`config.mk`:
```
export PLATFORM = sky130hd
export DESIGN_NAME = main_control_fsm
export DESIGN_NICKNAME = d
export VERILOG_FILES = /design/src/rtl/mips_ctrl_pkg.sv /design/src/rtl/main_control_fsm.sv
export SDC_FILE = /design/constraint.sdc
export NUM_CORES = 1
export LEC_CHECK = 0
export BUFFER_PORTS_ARGS = -buffer_cell sky130_fd_sc_hd__clkbuf_2
export CORE_AREA = 4 4 41 43
export CTS_BUF_LIST = sky130_fd_sc_hd__clkbuf_8
export DETAILED_ROUTE_END_ITERATION = 10
export DIE_AREA = 0 0 45 47
export PLACE_DENSITY = 0.69
export SLEW_MARGIN = 20
export SYNTH_ARGS = -nofsm -noshare
export SYNTH_HDL_FRONTEND = slang
export SYNTH_SLANG_ARGS = --single-unit
```
`constraint.sdc`:
```
create_clock -name clk -period 1.5 [get_ports clk]
set_input_delay 0 -clock clk [delete_from_list [all_inputs] [get_ports clk]]
set_output_delay 0 -clock clk [all_outputs]
set_load 0.01 [all_outputs]
```
`src/rtl/mips_ctrl_pkg.sv`:
```
// Shared definitions for the multi-cycle MIPS main controller:
// opcodes, FSM states, datapath select encodings and the control bundle.
package mips_ctrl_pkg;

  localparam int unsigned OPCODE_W = 6;

  localparam logic [OPCODE_W-1:0] OP_RTYPE = 6'b000000;
  localparam logic [OPCODE_W-1:0] OP_LW    = 6'b100011;
  localparam logic [OPCODE_W-1:0] OP_SW    = 6'b101011;
  localparam logic [OPCODE_W-1:0] OP_BEQ   = 6'b000100;
  localparam logic [OPCODE_W-1:0] OP_ADDI  = 6'b001000;
  localparam logic [OPCODE_W-1:0] OP_J     = 6'b000010;

  typedef enum logic [3:0] {
    S_FETCH, S_DECODE, S_MEMADR, S_MEMRD, S_MEMWB, S_MEMWR,
    S_EXEC, S_ALUWB, S_BRANCH, S_ADDIEX, S_ADDIWB, S_JUMP
  } state_t;

  typedef enum logic [1:0] {ALU_ADD = 2'b00, ALU_SUB = 2'b01, ALU_FUNCT = 2'b10} alu_op_t;
  typedef enum logic [1:0] {SRCB_B = 2'b00, SRCB_FOUR = 2'b01, SRCB_IMM = 2'b10, SRCB_IMM_SH2 = 2'b11} srcb_t;
  typedef enum logic [1:0] {PC_ALU = 2'b00, PC_ALUOUT = 2'b01, PC_JUMP = 2'b10} pcsrc_t;

  typedef struct packed {
    logic    iord;
    logic    mem_write;
    logic    ir_write;
    logic    reg_dst;
    logic    mem_to_reg;
    logic    reg_write;
    logic    alu_src_a;
    srcb_t   alu_src_b;
    alu_op_t alu_op;
    pcsrc_t  pc_src;
    logic    branch;
    logic    pc_write;
    logic    instr_done;
  } ctrl_t;

  // Moore output decode; any encoding outside the enum drives FETCH outputs.
  function automatic ctrl_t state_ctrl(input state_t s);
    ctrl_t c;
    c = '0;
    case (s)
      S_DECODE: c.alu_src_b = SRCB_IMM_SH2;
      S_MEMADR, S_ADDIEX: begin
        c.alu_src_a = 1'b1;
        c.alu_src_b = SRCB_IMM;
      end
      S_MEMRD: c.iord = 1'b1;
      S_MEMWB: begin
        c.reg_write  = 1'b1;
        c.mem_to_reg = 1'b1;
        c.instr_done = 1'b1;
      end
      S_MEMWR: begin
        c.iord       = 1'b1;
        c.mem_write  = 1'b1;
        c.instr_done = 1'b1;
      end
      S_EXEC: begin
        c.alu_src_a = 1'b1;
        c.alu_op    = ALU_FUNCT;
      end
      S_ALUWB: begin
        c.reg_write  = 1'b1;
        c.reg_dst    = 1'b1;
        c.instr_done = 1'b1;
      end
      S_BRANCH: begin
        c.alu_src_a  = 1'b1;
        c.alu_op     = ALU_SUB;
        c.pc_src     = PC_ALUOUT;
        c.branch     = 1'b1;
        c.instr_done = 1'b1;
      end
      S_ADDIWB: begin
        c.reg_write  = 1'b1;
        c.instr_done = 1'b1;
      end
      S_JUMP: begin
        c.pc_src     = PC_JUMP;
        c.pc_write   = 1'b1;
        c.instr_done = 1'b1;
      end
      default: begin
        c.ir_write  = 1'b1;
        c.pc_write  = 1'b1;
        c.alu_src_b = SRCB_FOUR;
      end
    endcase
    return c;
  endfunction

endpackage

```
`src/rtl/main_control_fsm.sv`:
```
// Multi-cycle MIPS main controller: sequences fetch/decode/execute/memory/
// writeback from the IR opcode and drives Moore datapath controls.
module main_control_fsm
  import mips_ctrl_pkg::*;
#(
  parameter int unsigned OPCODE_WIDTH = 6
) (
  input  logic                    clk,
  input  logic                    rst_n,
  input  logic [OPCODE_WIDTH-1:0] opcode,
  output logic                    IorD,
  output logic                    MemWrite,
  output logic                    IRWrite,
  output logic                    RegDst,
  output logic                    MemtoReg,
  output logic                    RegWrite,
  output logic                    ALUSrcA,
  output logic [1:0]              ALUSrcB,
  output logic [1:0]              ALUOp,
  output logic [1:0]              PCSrc,
  output logic                    Branch,
  output logic                    PCWrite,
  output logic                    instr_done
);

  state_t state, next_state;
  ctrl_t  ctrl;

  always_ff @(posedge clk) begin
    if (!rst_n) state <= S_FETCH;
    else        state <= next_state;
  end

  always_comb begin
    next_state = S_FETCH;
    case (state)
      S_FETCH: next_state = S_DECODE;
      S_DECODE: begin
        case (opcode)
          OP_LW, OP_SW: next_state = S_MEMADR;
          OP_RTYPE:     next_state = S_EXEC;
          OP_BEQ:       next_state = S_BRANCH;
          OP_ADDI:      next_state = S_ADDIEX;
          OP_J:         next_state = S_JUMP;
          default:      next_state = S_FETCH;
        endcase
      end
      S_MEMADR: next_state = (opcode == OP_LW) ? S_MEMRD : S_MEMWR;
      S_MEMRD:  next_state = S_MEMWB;
      S_EXEC:   next_state = S_ALUWB;
      S_ADDIEX: next_state = S_ADDIWB;
      default:  next_state = S_FETCH;
    endcase
  end

  // Reset gates every output combinationally so nothing writes while rst_n is low.
  assign ctrl = rst_n ? state_ctrl(state) : '0;

  assign IorD       = ctrl.iord;
  assign MemWrite   = ctrl.mem_write;
  assign IRWrite    = ctrl.ir_write;
  assign RegDst     = ctrl.reg_dst;
  assign MemtoReg   = ctrl.mem_to_reg;
  assign RegWrite   = ctrl.reg_write;
  assign ALUSrcA    = ctrl.alu_src_a;
  assign ALUSrcB    = ctrl.alu_src_b;
  assign ALUOp      = ctrl.alu_op;
  assign PCSrc      = ctrl.pc_src;
  assign Branch     = ctrl.branch;
  assign PCWrite    = ctrl.pc_write;
  assign instr_done = ctrl.instr_done;

endmodule

```
==> impl_metrics.json, run 1 <==
{
  "fin_crit_ns": 1.46,
  "min_from": "opcode[2]",
  "synth_area_um2": 523,
  "finalSetupViolCount": 0,
  "final_common_cell": "clkbuf_2",
  "synth_cell_types": 29,
  "drive_gt1_share_pct": 47.0,
  "slowest_delay_ns": 0.51,
  "dp_slack_ns": 0.126,
  "cp-start-kind": "flop",
  "cts_buffers": 3,
  "cpMaxStageDelayCell": "or4_4",
  "synth_compound_area_share_pct": 29.9,
  "placed_cells": 112,
  "drtIter0Drc": 12,
  "hold_violations": 0,
  "coreArea_um2": 1300,
  "criticalPathCategory": "flop to primary output",
  "num_io_pins": 24,
  "die_w_um": 45,
  "overflow": 0,
  "worstReg2RegStart": "state[0]",
  "required_ns": 1.50,
  "layout_common_cells": "clkbuf_2 (22), nor2_1 (11), a21oi_1 (7), nor3_1 (7), buf_4 (4)",
  "synth_top_cell_by_area": "dfxtp_1",
  "worstMarginPinSlew_ns": 0.260,
  "clock_sinks": 4,
  "synth_top_family_by_area": "simple AND/OR/NAND/NOR gates",
  "clk_latency_ns": 0.21,
  "grt_pass1_wl_mm": 2.25,
  "cts_tree": "done",
  "synthMuxAreaShare_pct": 0,
  "synthArstFlopShare_pct": 0,
  "fp.dieH_um": 47,
  "yosys_register_bits": 4,
  "max_cap_viol_count": 0,
  "avgRoutedWirePerCell_um": 11.9,
  "port_buffers": 23,
  "ys_seq_area_share_pct": 15.3,
  "top_register": "state",
  "crit_family": "simple AND/OR/NAND/NOR gates",
  "cts_setup_buffers": 0,
  "rsz0062_at_grt": "yes",
  "dieArea_um2": 2120,
  "critPathArrivalTime_ns": 1.46,
  "fin_tns_setup_ns": 0,
  "row_count": 13,
  "cts-root-buf": "clkbuf_8",
  "antenna_found_initial": 0,
  "worst-path-max-fanout": 8,
  "status": "complete, no violations",
  "gp_congestion": 0.846,
  "synth_edf_count": 0,
  "area_growth_pct": 37.3,
  "slew_headroom_pct": 82.5,
  "drt_wl_total_mm": 1.37,
  "path_buf_inv": 2,
  "vdd_drop_max_v": 0.000501,
  "cts.htree.levels": 1,
  "setup_ws_ns": 0.0370,
  "fin_crit_sh_pct": 97.5,
  "critPathCaptureType": "primary output",
  "cts_hold_buf": 0,
  "initial_core_util_pct": 40.2,
  "grt_usage_pct": 14.0,
  "cts_buffer_depth": 2,
  "power_density_nw_per_um2": 595,
  "synthTopCellsByArea": "dfxtp_1 (15%), nor3_1 (8.6%), nor2_1 (8.6%)",
  "nNetsFinal": 110,
  "synth_cells": 74,
  "clkSlewWorstSetupHoldPaths_ns": 0.03,
  "syn_area_per_cell_um2": 7.07,
  "synth_warnings": 0,
  "grt_max_degree": 11,
  "drtAntennaViolNets": 0,
  "final_util_pct": 55.2,
  "hp-class": "primary input to flop",
  "synthXorXnorAreaFrac_pct": 3.35,
  "vias_per_cell": 5.40,
  "yosys.area_share.simple_pct": 37.1,
  "leakage_nw": 0.306,
  "dp_hpwl_mm": 1.14,
  "largest_reg_flops": 4,
  "synth_nets": 82,
  "diodes": 0,
  "drcViolationCount": 0,
  "synth.top_cell.area_share_pct": 15.3,
  "post-route-cell-area_um2": 718,
  "clock.fmax_mhz": 684,
  "synth_fa_ha_area_share_pct": 0,
  "synthFlopType": "dfxtp_1",
  "drt_first_pass_iters": 4,
  "stdcell_count": 115,
  "slew_viol_final": 0,
  "reg.largest.list": "state: 4 flops",
  "crit_chain": "buf_6 > or4_4 > a21oi_2 > clkbuf_2",
  "dpl_cell_area_um2": 642,
  "finClkSkew_ns": 0.000273,
  "critPathLaunch": "state[1]",
  "first_global_vias": 563,
  "vias": 621
}
[synthesized netlist by cell type (2+ instances only)]
library cell,instances
o21ai_0,3
nor2_1,12
nand2_1,3
nor3_1,9
dfxtp_1,4
buf_6,2
inv_2,3
nand2b_1,3
or4_1,2
a211oi_1,2
a21oi_1,8
buf_4,3
or3_1,3
xnor2_1,2
[routing by layer]
metal	wire, um	global-route usage (%)	part of all wire [%]
met1	604	14.7	44
met2	666	27.1	49
met3	102	3.83	7.4
met4	0	3.51	0
met5	0	0	0
[report_power, final]
part	total (W)	internal (W)	leakage, nW	switching [W]
Clock	0.000216	0.000170	0.0216	0.0000456
Combinational	0.0000948	0.0000436	0.250	0.0000513
Sequential	0.000117	0.000110	0.0346	0.00000723
[worst min-delay path, delay by kind of cell]
family,cells,cell delay [ns]
buffers and inverters,1,0.11
AND/OR/NAND/NOR,1,0.07
AO/OA/AOI/OAI,1,0.06
[cell type report]
| class | count | area (um2) |
|---|---|---|
| Inverter | 4 | 15.0 |
| Sequential cell | 4 | 87.6 |
| Fill cell | 134 | 583 |
| Tap cell | 15 | 18.8 |
| Timing Repair Buffer | 29 | 168 |
| Multi-Input combinational cell | 60 | 388 |
| Clock buffer | 3 | 41.3 |
[what timing repair did]
item | CTS | global route
pin swaps | 0 | 1
hold endpoints to repair | 0 | 0
setup endpoints to repair | 2 | 9
gates resized for setup | 3 | 10
[metrics by stage]
step	power, W	hold slack (ns)
after floorplan	0.000176	0.100
after global placement	0.000207	0.292
after detailed placement	0.000209	0.300
after CTS	0.000431	0.0798
after global routing	0.000460	0.0998
final	0.000427	0.0820
[cells by family (layout without fill, tap and decap cells)]
group / after synthesis / after routing
simple gates: 38 / 38
compound gates: 20 / 20
buf+inv: 10 / 36
flops: 4 / 4
xor+xnor: 2 / 2
[path summary, 6_finish.rpt]
path,endpoint,slack [ns],depth (start not counted)
worst min register to register,state[0],0.58,2
worst max-delay path,PCWrite,0.04,4
worst max register to register,state[0],0.26,4
worst min-delay path,state[3],0.08,3
(Power assumes the default switching activity.)
==> run 2, diff against run 1 <==
--- a/config.mk
+++ b/config.mk
@@ -5,12 +5,11 @@
 export SDC_FILE = /design/constraint.sdc
 export NUM_CORES = 1
 export LEC_CHECK = 0
-export BUFFER_PORTS_ARGS = -buffer_cell sky130_fd_sc_hd__clkbuf_2
 export CORE_AREA = 4 4 41 43
 export CTS_BUF_LIST = sky130_fd_sc_hd__clkbuf_8
 export DETAILED_ROUTE_END_ITERATION = 10
 export DIE_AREA = 0 0 45 47
-export PLACE_DENSITY = 0.69
+export DONT_BUFFER_PORTS = 1
 export SLEW_MARGIN = 20
 export SYNTH_ARGS = -nofsm -noshare
 export SYNTH_HDL_FRONTEND = slang
==> run 2 against run 1 <==
  * Register-to-register slack is essentially flat
  * Combinational power shrank 5.9%
  * Sequential cell count is the same
  * Sequential share of layout area shrank 0.091 points
==> impl_metrics.json, run 2 (synthesis gave the netlist of run 1 again) <==
{
  "status": "complete, no violations",
  "leakage_nw": 0.244,
  "grt_max_degree": 13,
  "nNetsFinal": 96,
  "critPathArrivalTime_ns": 1.44,
  "gp_congestion": 0.802,
  "hold_violations": 0,
  "path_buf_inv": 1,
  "drcViolationCount": 0,
  "power_w": 0.000433,
  "antenna_found_initial": 0,
  "fp.dieH_um": 47,
  "drt_wl_total_mm": 1.45,
  "hp-class": "primary input to flop",
  "worst-path-max-fanout": 9,
  "ff2ff_setup_slack_ns": 0.25,
  "final_util_pct": 51.6,
  "final.fill_count": 136,
  "critPathCaptureType": "primary output",
  "criticalPathCategory": "flop to primary output",
  "avgRoutedWirePerCell_um": 14.3,
  "drtAntennaViolNets": 0,
  "clock_sinks": 4,
  "grt_usage_pct": 15.5,
  "crit_chain": "buf_4 > or4_4 > a21oi_2",
  "port_buffers": 0,
  "area_growth_pct": 28.5,
  "clk_latency_ns": 0.22,
  "grt_pass1_wl_mm": 2.33,
  "worstMarginPinSlew_ns": 0.483,
  "initial_core_util_pct": 40.2,
  "drive_gt1_share_pct": 27.9,
  "cts-root-buf": "clkbuf_8",
  "required_ns": 1.50,
  "cts_tree": "done",
  "slew_headroom_pct": 67.6,
  "crit_family": "simple AND/OR/NAND/NOR gates",
  "clkSlewWorstSetupHoldPaths_ns": 0.03,
  "fin_crit_ns": 1.44,
  "timing.hold.ws_ns": 0.00358,
  "setup_ws_ns": 0.0637,
  "diodes": 0,
  "cpMaxStageDelayCell": "or4_4",
  "cp-start-kind": "flop",
  "finalSetupViolCount": 0,
  "top_register": "state",
  "fin_crit_sh_pct": 95.8,
  "slowest_delay_ns": 0.51,
  "cts_setup_buffers": 0,
  "multiInputGateArea_um2": 388,
  "largest_reg_flops": 4,
  "vias_per_cell": 5.76,
  "cts_buffers": 3,
  "die_w_um": 45,
  "vias": 582,
  "row_count": 13,
  "num_io_pins": 24,
  "coreArea_um2": 1300,
  "final_common_cell": "nor2_1",
  "dp_slack_ns": 0.229,
  "power_density_nw_per_um2": 645,
  "dp_hpwl_mm": 1.05,
  "rsz0062_at_grt": "no",
  "seqCellArea_um2": 81.3,
  "vdd_drop_max_v": 0.000373,
  "drt_first_pass_iters": 4,
  "overflow": 0,
  "clock.fmax_mhz": 696,
  "first_global_vias": 577,
  "reg.largest.list": "state: 4 flops",
  "layout_common_cells": "nor2_1 (11), buf_4 (9), nor3_1 (7), a21oi_1 (7), dlygate4sd3_1 (6)",
  "finClkSkew_ns": 0.00309,
  "slew_viol_final": 0,
  "max_cap_viol_count": 0,
  "cts.htree.levels": 1,
  "cts_buffer_depth": 2,
  "fin_tns_setup_ns": 0,
  "dieArea_um2": 2120,
  "drtIter0Drc": 2
}
==> run 2: through the flow <==
stage	std cells	area, um2
after global routing	101	672
final	101	672
after global placement	92	549
after CTS	101	656
after detailed placement	92	549
after floorplan	74	523
==> run 2: worst reg2reg max path, stage by stage (launching register included) <==
cell	delay, ns
dfxtp_1	0.33
nand2b_1	0.22
a21oi_2	0.25
o21ai_4	0.10
a2111oi_4	0.26
==> run 2: final timing paths <==
path,start,end,depth (start not counted)
max,state[1],PCWrite,3
max reg2reg,state[1],state[0],4
min reg2reg,state[3],state[0],1
min,opcode[0],state[2],3
==> run 2: per-layer routing <==
| layer | track usage (%) | wire (um) | vias to the layer above |
|---|---|---|---|
| li1 | - | - | 291 |
| met1 | 15.7 | 597 | 266 |
| met2 | 27.7 | 734 | 22 |
| met3 | 4.21 | 89 | 3 |
| met4 | 10.5 | 25 | 0 |
| met5 | 0 | 0 | - |
==> run 2: final cells by class <==
type | instances | area share (%)
tap | 15 | 2.79
sequential | 4 | 12.1
multi-input combinational | 60 | 57.7
clock buffer | 3 | 6.15
timing repair buffer | 15 | 19.0
inverter | 4 | 2.23
==> run 2: timing repair <==
action | 4_1_cts | 5_1_grt
resized for setup | 2 | 4
pin swaps | 0 | 1
hold buffers | 6 | 0
endpoints found under the setup margin | 2 | 4
endpoints found under the hold margin | 4 | 0
==> run 2: where the power goes <==
part / switching, W / internal, W
combinational: 0.0000476 / 0.0000416
clock: 0.0000590 / 0.000171
sequential: 0.00000304 / 0.000111
total: 0.000110 / 0.000324
==> run 3, diff against run 2 <==
==> constraint.sdc (replaced) <==
create_clock -name clk -period 1.8 [get_ports clk]
set_input_delay 0 -clock clk [delete_from_list [all_inputs] [get_ports clk]]
set_output_delay 0 -clock clk [all_outputs]
set_load 0.01 [all_outputs]
==> run 3 against run 2 <==
  * Largest cell class unchanged
  * Non-clock buffer count is 8 lower
  * First-iteration DRC count grew to 5.0 times the previous value
  * Clock-buffer cell count stayed put
  * Via count is 9.5% lower
  * Clock power is 17% lower
  * Critical endpoint is now ALUSrcB[1]
  * Wire length is 11% lower
  * Global-route usage is 1.6 points lower
  * Worst hold slack hardly changed
  * Utilization is 6.7 points lower
  * Critical path depth is 1 higher
  * Sequential power is 14% lower
  * Register-to-register slack better by 0.05 ns
==> impl_metrics.json, run 3 (synthesis gave the netlist of run 1 again) <==
{
  "wl_met1_um": 533,
  "max_cap_viol_count": 0,
  "clock_sinks": 4,
  "cts_buffers": 3,
  "hold_violations": 0,
  "fin_crit_sh_pct": 89.2,
  "worstRegToRegCells": 4,
  "cts_buffer_depth": 2,
  "antenna_found_initial": 0,
  "seqPwrFrac_pct": 28.0,
  "vias": 527,
  "grt_usage_pct": 13.9,
  "cts-root-buf": "clkbuf_8",
  "overflow": 0,
  "clkSlewWorstSetupHoldPaths_ns": 0.03,
  "finalSetupViolCount": 0,
  "cts.htree.levels": 1,
  "slew_headroom_pct": 70.8,
  "vias_per_cell": 5.67,
  "initial_core_util_pct": 40.2,
  "worstMarginPinSlew_ns": 0.436,
  "hp-class": "primary input to flop",
  "leakage_nw": 0.198,
  "top_register": "state",
  "worstReg2RegStart": "state[1]",
  "status": "complete, no violations",
  "dieArea_um2": 2120,
  "drt_wl_total_mm": 1.29,
  "nNetsFinal": 88,
  "dr_wl_met3_um": 123,
  "avgRoutedWirePerCell_um": 13.8,
  "cp-start-kind": "flop",
  "post-route-cell-area_um2": 584,
  "final_common_cell": "nor2_1",
  "rsz0062_at_grt": "no",
  "cts_tree": "done",
  "criticalPathCategory": "flop to primary output",
  "highest_layer": "met4",
  "critPathCaptureType": "primary output",
  "dpl_cell_area_um2": 512,
  "first_global_vias": 513,
  "pwr-share-comb_pct": 17.0,
  "p_int_w": 0.000261,
  "dp_slack_ns": 0.316,
  "grt_max_degree": 18,
  "clk_latency_ns": 0.22,
  "drtAntennaViolNets": 0,
  "min_path_cells": 3,
  "port_buffers": 0,
  "min_from": "opcode[1]",
  "drtIter0Drc": 10,
  "fp.dieH_um": 47,
  "clock.fmax_mhz": 623,
  "row_count": 13,
  "num_io_pins": 24,
  "slew_viol_final": 0,
  "finClkSkew_ns": 0.00460,
  "gp_congestion": 0.813,
  "dp_hpwl_um": 971,
  "reg.largest.list": "state: 4 flops",
  "largest_reg_flops": 4,
  "p_sw_w": 0.0000870,
  "whs_endpoint": "state[3]",
  "p_sw_share_pct": 25.0,
  "grt_pass1_wl_mm": 2.17,
  "r2r-end": "state[0]",
  "coreArea_um2": 1300,
  "critPathArrivalTime_ns": 1.60,
  "drive_gt1_share_pct": 17.9,
  "area_growth_pct": 11.7,
  "fin_crit_ns": 1.60,
  "diodes": 0,
  "worst-path-max-fanout": 12,
  "setup_ws_ns": 0.195,
  "layout_common_cells": "nor2_1 (12), nor3_1 (9), a21oi_1 (8)",
  "fin_tns_setup_ns": 0,
  "power_density_nw_per_um2": 596,
  "required_ns": 1.80,
  "drt_first_pass_iters": 4,
  "ff2ff_setup_slack_ns": 0.30,
  "p_clk_share_pct": 55.0,
  "vdd_drop_max_v": 0.000250,
  "drcViolationCount": 0,
  "die_w_um": 45,
  "wl_met2_um": 609
}
## run 3: power by group through the flow
stage | Clock (W) | Sequential, W | Combinational [W]
3_3_place_gp | 0 | 0.0000987 | 0.0000540
5_1_grt | 0.000203 | 0.0000985 | 0.0000666
2_1_floorplan | 0 | 0.0000955 | 0.0000514
4_1_cts | 0.000198 | 0.0000975 | 0.0000597
6_report | 0.000191 | 0.0000976 | 0.0000594
3_5_place_dp | 0 | 0.0000987 | 0.0000535
## run 3: through the flow
step | total power [W] | util (%) | cells | hold WS [ns]
2_1_floorplan | 0.000147 | - | 74 | 0.100
3_3_place_gp | 0.000153 | 39.3 | 87 | 0.112
3_5_place_dp | 0.000152 | 39.3 | 87 | 0.111
4_1_cts | 0.000355 | 44.8 | 93 | 0.00484
5_1_grt | 0.000368 | 44.9 | 93 | 0.0474
6_report | 0.000348 | 44.9 | 93 | 0.00326
## run 3: how the worst max path moves through the flow
stage	start	endpoint	slack (ns)	cells after the start
after floorplan	state[3]	PCSrc[0]	0.56	4
after global placement	state[3]	RegWrite	0.36	4
after detailed placement	state[1]	state[0]	0.32	4
after CTS	state[3]	RegWrite	0.11	4
after global routing	state[1]	ALUSrcB[1]	0.03	4
final	state[1]	ALUSrcB[1]	0.20	4
## run 3: timing repair
action	CTS	global route
hold buffers	3	0
endpoints found under the hold margin	4	0
setup buffers	0	0
endpoints found under the setup margin	0	3
resized for setup	0	1
## run 3: per-layer routing
metal / up-vias / GRT usage, %
li1: 278 / -
met3: 2 / 1.92
met4: 0 / 8.77
met1: 227 / 17.8
met2: 20 / 22.0
met5: - / 0
## run 3: critical path: stages (launching register included)
cell and delay, ns:
dfxtp_1 0.54, nand2b_1 0.15, nor2_1 0.31, a21oi_1 0.07, nor3_1 0.30
## run 3: final cells by class
type	count	area, um2
multi-input combinational	60	368
sequential	4	81.3
inverter	4	15.0
clock buffer	3	41.3
timing repair buffer	7	60.1
tap	15	18.8
fill	134	717
